--- config.mk ---
export PLATFORM = sky130hd
export DESIGN_NAME = fetch_sequencer
export DESIGN_NICKNAME = d
export VERILOG_FILES = /design/src/rtl/fetch_sequencer.sv
export SDC_FILE = /design/constraint.sdc
export NUM_CORES = 1
export LEC_CHECK = 0
export ABC_AREA = 1
export CORE_MARGIN = 3
export CORE_UTILIZATION = 45
export DETAILED_ROUTE_END_ITERATION = 8
export PLACE_DENSITY = 0.8
export SETUP_SLACK_MARGIN = 0.4
export SYNTH_ARGS = -nofsm -noshare
export SYNTH_HDL_FRONTEND = slang
export SYNTH_SLANG_ARGS = --single-unit
export TNS_END_PERCENT = 1
--- constraint.sdc ---
create_clock -name Clk -period 3.2 [get_ports Clk]
set_input_delay 0.64 -clock Clk [delete_from_list [all_inputs] [get_ports Clk]]
set_output_delay 0.64 -clock Clk [all_outputs]
set_load 0.05 [all_outputs]
--- src/rtl/fetch_sequencer.sv ---
// rtl/fetch_sequencer.sv - instruction fetch and sequencing unit for the 16-bit ISA
//
// Owns the program counter, fetches one instruction word per request over a
// req/ack handshake, presents it to the control unit and picks the next PC
// from the Branch/Jump/Zero inputs when the instruction is accepted.
//
// Optional feature macro: FETCH_HALT_EN
//   defined   : an accepted instruction equal to 16'hFFFF parks the unit in
//               HALT (no further requests, PC frozen) until Reset.
//   undefined : 16'hFFFF is an ordinary opcode-111 instruction.
//
// Ports:
//   Clk          in   system clock, rising edge
//   Reset        in   asynchronous, active-high reset
//   Imem_Req     out  fetch request to instruction memory
//   Imem_Addr    out  word address of the fetch (always equals PC)
//   Imem_Ack     in   Imem_Data is valid this cycle (ignored while Imem_Req=0)
//   Imem_Data    in   instruction word
//   Stall        in   downstream cannot accept the issued instruction
//   Branch       in   branch request from control unit
//   Zero         in   ALU zero flag
//   Jump         in   jump request from control unit
//   Instr        out  registered current instruction
//   Opcode       out  Instr[15:13]
//   Instr_Valid  out  Instr/Opcode valid for the control unit
//   PC           out  address of the current instruction

module fetch_sequencer #(
  parameter int                  PC_WIDTH = 16,
  parameter logic [PC_WIDTH-1:0] RESET_PC = '0
) (
  input  logic                Clk,
  input  logic                Reset,
  output logic                Imem_Req,
  output logic [PC_WIDTH-1:0] Imem_Addr,
  input  logic                Imem_Ack,
  input  logic [15:0]         Imem_Data,
  input  logic                Stall,
  input  logic                Branch,
  input  logic                Zero,
  input  logic                Jump,
  output logic [15:0]         Instr,
  output logic [2:0]          Opcode,
  output logic                Instr_Valid,
  output logic [PC_WIDTH-1:0] PC
);

  // The jump target keeps the PC bits above the 13-bit immediate, so the
  // PC must be wider than the immediate field.
  localparam int JUMP_BITS = 13;
  localparam int OFF_BITS  = 7;

`ifdef FETCH_HALT_EN
  typedef enum logic [1:0] {
    S_IDLE  = 2'd0,
    S_REQ   = 2'd1,
    S_ISSUE = 2'd2,
    S_HALT  = 2'd3
  } state_t;
`else
  typedef enum logic [1:0] {
    S_IDLE  = 2'd0,
    S_REQ   = 2'd1,
    S_ISSUE = 2'd2
  } state_t;
`endif

  state_t              state;
  logic [PC_WIDTH-1:0] pc_q;
  logic                req_q;
  logic [15:0]         instr_q;
  logic                valid_q;

  logic [PC_WIDTH-1:0] pc_inc;
  logic [PC_WIDTH-1:0] pc_branch;
  logic [PC_WIDTH-1:0] pc_jump;
  logic [PC_WIDTH-1:0] pc_next;
  logic                accept;
  logic                halt_instr;

  // Next-PC candidates; all additions wrap modulo 2^PC_WIDTH naturally.
  always_comb begin
    pc_inc    = pc_q + {{(PC_WIDTH-1){1'b0}}, 1'b1};
    pc_branch = pc_inc + {{(PC_WIDTH-OFF_BITS){instr_q[OFF_BITS-1]}}, instr_q[OFF_BITS-1:0]};
    pc_jump   = {pc_q[PC_WIDTH-1:JUMP_BITS], instr_q[JUMP_BITS-1:0]};
  end

  // Jump outranks a taken branch.
  always_comb begin
    pc_next = pc_inc;
    if (Jump) begin
      pc_next = pc_jump;
    end else if (Branch && Zero) begin
      pc_next = pc_branch;
    end
  end

  // Branch/Jump/Zero only matter on the single edge that accepts the issued
  // instruction; any stalled cycles before it are ignored.
  assign accept = (state == S_ISSUE) && valid_q && !Stall;

`ifdef FETCH_HALT_EN
  assign halt_instr = (instr_q == 16'hFFFF);
`else
  assign halt_instr = 1'b0;
`endif

  always_ff @(posedge Clk or posedge Reset) begin
    if (Reset) begin
      state   <= S_IDLE;
      pc_q    <= RESET_PC;
      req_q   <= 1'b0;
      instr_q <= 16'h0000;
      valid_q <= 1'b0;
    end else begin
      case (state)
        S_IDLE: begin
          req_q <= 1'b1;
          state <= S_REQ;
        end

        // Request and address stay put until memory acknowledges.
        S_REQ: begin
          if (Imem_Ack) begin
            instr_q <= Imem_Data;
            req_q   <= 1'b0;
            valid_q <= 1'b1;
            state   <= S_ISSUE;
          end
        end

        S_ISSUE: begin
          if (accept) begin
            valid_q <= 1'b0;
            if (halt_instr) begin
`ifdef FETCH_HALT_EN
              state <= S_HALT;
`endif
            end else begin
              pc_q  <= pc_next;
              req_q <= 1'b1;
              state <= S_REQ;
            end
          end
        end

`ifdef FETCH_HALT_EN
        // Parked until Reset; PC stays at the halt instruction's address.
        S_HALT: begin
          req_q   <= 1'b0;
          valid_q <= 1'b0;
        end
`endif

        default: begin
          state   <= S_IDLE;
          req_q   <= 1'b0;
          valid_q <= 1'b0;
        end
      endcase
    end
  end

  assign Imem_Req    = req_q;
  assign Imem_Addr   = pc_q;
  assign PC          = pc_q;
  assign Instr       = instr_q;
  assign Opcode      = instr_q[15:13];
  assign Instr_Valid = valid_q;

endmodule

==> run summary <==
Post-Route WL -> 9430 microns
CTS Buffer Depth -> 2
RSZ-0062 raised after global routing -> yes
Mux contribution to synthesized area -> 0.0460
Crit-path max FO -> 6
Post-synthesis compound-gate area fraction -> 0.120
CTS tree -> done
Residual DRC count -> 0
Endpoint type of the worst setup path -> flop
Post-DP HPWL -> 7140 microns
Synth area leader -> dfrtp_1
CTS Sinks -> 35
Post-Synth Adder-Cell Area -> 0.0770
Area grow syn2layout -> 28.0%
Min Tclk post-route -> 2690 ps
Drt pass-1 iters -> 5
Crit path launch type -> flop
Largest family of logic cells by synthesized area -> simple AND/OR/NAND/NOR gates
Initial antenna violation count -> 0
CTS Buf Count -> 5
Die Ht -> 90.1 microns
Syn nets -> 509
Crit share post-route -> 0.840
Fillcell total -> 636
WL per Instance -> 15.1 microns
Ports -> 76
CTS Hold Bufs -> 0
Post-DRT Antenna Nets -> 0
Post-synthesis sequential area ratio -> 0.275
Post-synth top area share -> 0.275
Vias in the first global route -> 3,169
Clock Skew -> 9.01 ps
Clock-pin slew on the worst setup and hold paths -> 80 ps
Final Hold Vio Count -> 0
Core area -> 6830 sq um
Required time of the critical path -> 3380 ps
Die ar. -> 8120 sq um
Largest net degree at the start of global routing -> 36
Asr flop ratio synth -> 1.00
Final Max Tran Viols -> 0
IO Port Bufs -> 75
Crit path kind -> flop to flop
Nets -> 570
Synthesized area -> 3190 sq um
Max-cap violations -> 0
First DRT Iteration DRCs -> 226
Placer Congestion -> 0.964
Yosys cell types -> 41
Die extent in x -> 90.1 microns
CP arrival -> 2870 ps
Most common cell in the netlist -> nand2_1
Worst Hold Class -> flop to flop
Worst skew pair latency -> 300 ps
H-Tree Depth -> 2
Most used DFF post-synth -> dfrtp_1
Final setup TNS -> 0 ps
Max Freq -> 0.372 GHz
GRT overflow -> 0
Total number of vias -> 3,329
Root buffer cell -> clkbuf_8
Setup violators final -> 0
N_diodes -> 0
Commonest cells in the netlist -> 121 x nand2_1, 63 x inv_1, 41 x nand3_1
Total setup buffers inserted after CTS -> 0
Post-Synth XOR/XNOR Area -> 0.0244
Synth Area in Simple Gates -> 0.316
Flops & latches, synth -> 35
Vias per inst -> 5.33
First-pass GRT wire length -> 15,400 microns
EDFF count, synth -> 0
Instance count of the mapped netlist -> 467
Mapped Avg Cell Area -> 6.82 sq um
Synth area leaders -> dfrtp_1 27%, nand2_1 14%, inv_1 7.4%, ha_1 7.1%, nand3_1 6.4%
Slew headroom -> 0.524
Synth warnings -> 0
Layout cells sized above 1 -> 0.113
Outcome -> finished, final reports clean
Initial core utilization -> 0.466
Placement Rows -> 30
Worst slew pin tran -> 714 ps
Gr usage total -> 0.231
R2r setup slk -> 510 ps
final timing paths:
kind	from	end	depth (start not counted)
min	Instr_Valid$_DFFE_PP0P_	Instr_Valid$_DFFE_PP0P_	2
min in group asynchronous	Reset	Instr_Valid$_DFFE_PP0P_	3
max reg2reg	Imem_Addr[1]$_DFFE_PP0P_	Imem_Addr[12]$_DFFE_PP0P_	15
min reg2reg	Instr_Valid$_DFFE_PP0P_	Instr_Valid$_DFFE_PP0P_	2
max in group asynchronous	Reset	Imem_Addr[7]$_DFFE_PP0P_	3
max	Imem_Addr[1]$_DFFE_PP0P_	Imem_Addr[12]$_DFFE_PP0P_	15
area by class of cell:
class | instances | area, sq um | share of cell area
Multi-Input combinational cell | 334 | 1900 | 0.466
Sequential cell | 35 | 880 | 0.216
Timing Repair Buffer | 82 | 803 | 0.197
Inverter | 70 | 263 | 0.0645
Tap cell | 96 | 120 | 0.0295
Clock buffer | 5 | 68.8 | 0.0169
Clock inverter | 3 | 43.8 | 0.0107
state kept, by name (all words and copies together) (netlist names):
| register | count |
|---|---|
| Imem_Req | 1 |
| Instr | 16 |
| Instr_Valid | 1 |
| Imem_Addr | 16 |
| state | 1 |
critical path, stage by stage (launching register included):
cell     delay (ps)
dfrtp_2         430
ha_1            220
nand2_2         120
nor2_4          180
nand4_1         150
xnor2_2         200
ha_1            390
nand2_1         120
nor2_1          150
nand3_1         120
nand3_1         110
nand2_1          50
nand3_1          90
nand2_1          90
nand2_1          80
nand2_1          60
kinds of logic after synthesis:
logic type,after synthesis
AOI/OAI and AO/OA,69
xor gates and xnor gates,8
adders and majority gates,19
buffers and inverters,98
DFF,35
muxes,13
and+or+nand+nor,225
routing by layer:
| metal | track usage | vias to the layer above | share of wire |
|---|---|---|---|
| li1 | - | 1614 | - |
| met5 | 0 | - | 0 |
| met3 | 0.0402 | 16 | 0.072 |
| met2 | 0.386 | 159 | 0.48 |
| met4 | 0.0574 | 0 | 0.017 |
| met1 | 0.309 | 1540 | 0.44 |
layout by cell type (no fill, tap or decap), types with 2 or more instances in the layout:
cell type	netlist	layout
nor2_1	33	31
nor2_2	2	3
inv_2	5	5
buf_4	19	7
nand2_1	121	121
a22oi_1	3	3
clkdlybuf4s50_1	0	75
inv_1	63	63
o22ai_1	2	2
clkinv_1	2	2
nand4_1	8	8
nor2_4	3	4
nand2_2	5	5
and2_1	2	2
dfrtp_1	35	32
nor3_1	3	3
or2_2	2	2
nand3_1	41	41
clkbuf_8	1	5
xor2_2	1	2
a21oi_1	35	34
mux2_2	13	13
ha_1	18	17
dfrtp_2	0	3
o21a_1	2	2
xor2_1	6	5
o21ai_0	11	11
o21ai_1	10	10
repair_timing:
| action | 4_1_cts | 5_1_grt |
|---|---|---|
| hold endpoints to repair | 0 | 0 |
| setup endpoints to repair | 2 | 7 |
| gates resized for setup | 2 | 8 |
metrics by stage:
stage,std cells,hold WS (ps),util,setup WS (ps),cell area [sq um]
floorplan,467,600,-,482,3190
global placement,617,515,0.574,429,3920
detailed placement,617,521,0.574,392,3920
CTS,625,536,0.590,425,4030
global route,625,566,0.597,307,4080
finish,625,539,0.597,513,4080
Power is left out: the tool's default activity adds up to more than one toggle a clock period on the data nets, which glitch-free logic cannot reach.
==> edit: new RTL, same flow settings <==
The localparam `JUMP_BITS` goes from 13 to 15.
--- a/src/rtl/fetch_sequencer.sv
+++ b/src/rtl/fetch_sequencer.sv
@@ -47,7 +47,7 @@
 
   // The jump target keeps the PC bits above the 13-bit immediate, so the
   // PC must be wider than the immediate field.
-  localparam int JUMP_BITS = 13;
+  localparam int JUMP_BITS = 15;
   localparam int OFF_BITS  = 7;
 
 `ifdef FETCH_HALT_EN
Check against the original RTL: not equivalent (a bounded check fails within 4 cycles, from zero or initial values and one cycle with Reset high).
==> edit against the unedited design <==
Cell count down 1.8%; first-iteration DRC count down 5.3%; setup slack better by 0.074 ns; worst hold slack about the same; wire length down 5.8%; utilization up 1.0 points; design area down 2.7%; synthesized cell count up 1.5%; area after synthesis down 1.8%; sequential cell count unchanged; count of clock-buffer cells in the layout up 1; critical path type unchanged; largest cell class unchanged.
Power is left out: the tool's default activity adds up to more than one toggle a clock period on the data nets, which glitch-free logic cannot reach.
==> edit: results (changes against the unedited design) <==
| Metric | Value |
|---|---|
| Post-synth top cells | `138 x nand2_1, 74 x inv_1, 39 x nand3_1, 38 x nor2_1, 37 x a21oi_1` |
| Post-Synthesis Net Count | `517 (+1.6%)` |
| Critical path class | `reg -> reg` |
| Fillers | `606 (-4.7%)` |
| Largest net degree at the start of global routing | `21 (-42%)` |
| Flop2flop setup slack | `0.59 ns (+0.07 ns)` |
| Hold WS | `0.539 ns (+0.000325 ns)` |
| Netlist cell types | `33 (-20%)` |
| Routed wire per std cell | `14.5 microns (-4.1%)` |
| Outcome | `completed` |
| Syn Inst Count | `474 (+1.5%)` |
| GP Congestion | `0.846 (-12%)` |
| Starting DRT DRC Count | `214 (-5.3%)` |
| Largest cells by area after synthesis | `dfrtp_1 28%, nand2_1 17%, inv_1 8.9%, ha_1 7.6%, nand3_1 6.2%` |
| Relative slew slack | `0.558 (+0.0343)` |
| Clock Skews | `0.00825 ns (-0.000753 ns)` |
| First-pass GRT wire length | `14.3 mm (-7.0%)` |
| Sequential fraction of the synthesis area | `0.280 (+0.00495)` |
| Worst Hold Launch | `Instr[9]` |
| Vias in the first global route | `3,089 (-2.5%)` |
| Share of cells above drive strength 1 | `0.0801 (-0.0333)` |
| Non-Filler Instances | `614 (-1.8%)` |
| Post-synthesis compound-gate area fraction | `0.108 (-0.0118)` |
| Post-DR vias/cell | `5.32 (-0.20%)` |
| Post-DP Area | `3850 sq um (-1.7%)` |
| Multiplexer share of the synthesized area | `0.0360 (-0.00997)` |
| Synth Area in Adders | `0.0824 (+0.00538)` |
| Critical R2R Launch | `Imem_Addr[5]` |
| Synth Area in XOR/XNOR | `0.0220 (-0.00236)` |
[edit: cell count changes in the layout (fill, tap and decap cells not counted), moves of 4 or more]
cell	before	now
nand2_1	121	138
inv_1	63	74
o21ai_1	10	1
nor2_1	31	38
inv_2	5	0
nand2_2	5	1
[edit: area by class of cell]
type | instances | area [sq um] | share of cell area
multi-input combinational | 335 | 1800 | 0.454
sequential | 35 | 883 | 0.223
timing repair buffer | 84 | 818 | 0.206
inverter | 75 | 282 | 0.0710
tap | 77 | 96.3 | 0.0243
clock buffer | 6 | 72.6 | 0.0183
clock inverter | 2 | 12.5 | 0.00316
[edit: routing by layer]
layer / track usage / up-vias / part of all wire
li1: - / 1612 / -
met1: 0.307 / 1492 / 0.43
met2: 0.363 / 144 / 0.46
met3: 0.0516 / 16 / 0.090
met4: 0.0785 / 0 / 0.020
met5: 0 / - / 0
[edit: final timing paths]
kind | end | cells past startpoint
max in group asynchronous | Imem_Addr[12] | 3
setup reg to reg | Imem_Addr[14] | 16
hold reg to reg | Instr[9] | 1
setup / recovery | Imem_Addr[14] | 16
hold / removal | Instr[9] | 1
min in group asynchronous | Imem_Addr[5] | 2
[edit: cell families (layout without fill, tap and decap cells)]
kind of cell / count (synthesis) / after routing
adder cells (fa/ha/maj): 20 / 20
flip-flops: 35 / 35
buffers and inverters: 104 / 167
multiplexers: 10 / 10
XOR/XNOR: 7 / 7
AO/OA/AOI/OAI: 61 / 61
AND/OR/NAND/NOR: 237 / 237
[edit: what timing repair did]
action	in CTS	in global routing
buffers inserted	0	1
resized for setup	0	9
endpoints found under the setup margin	0	6
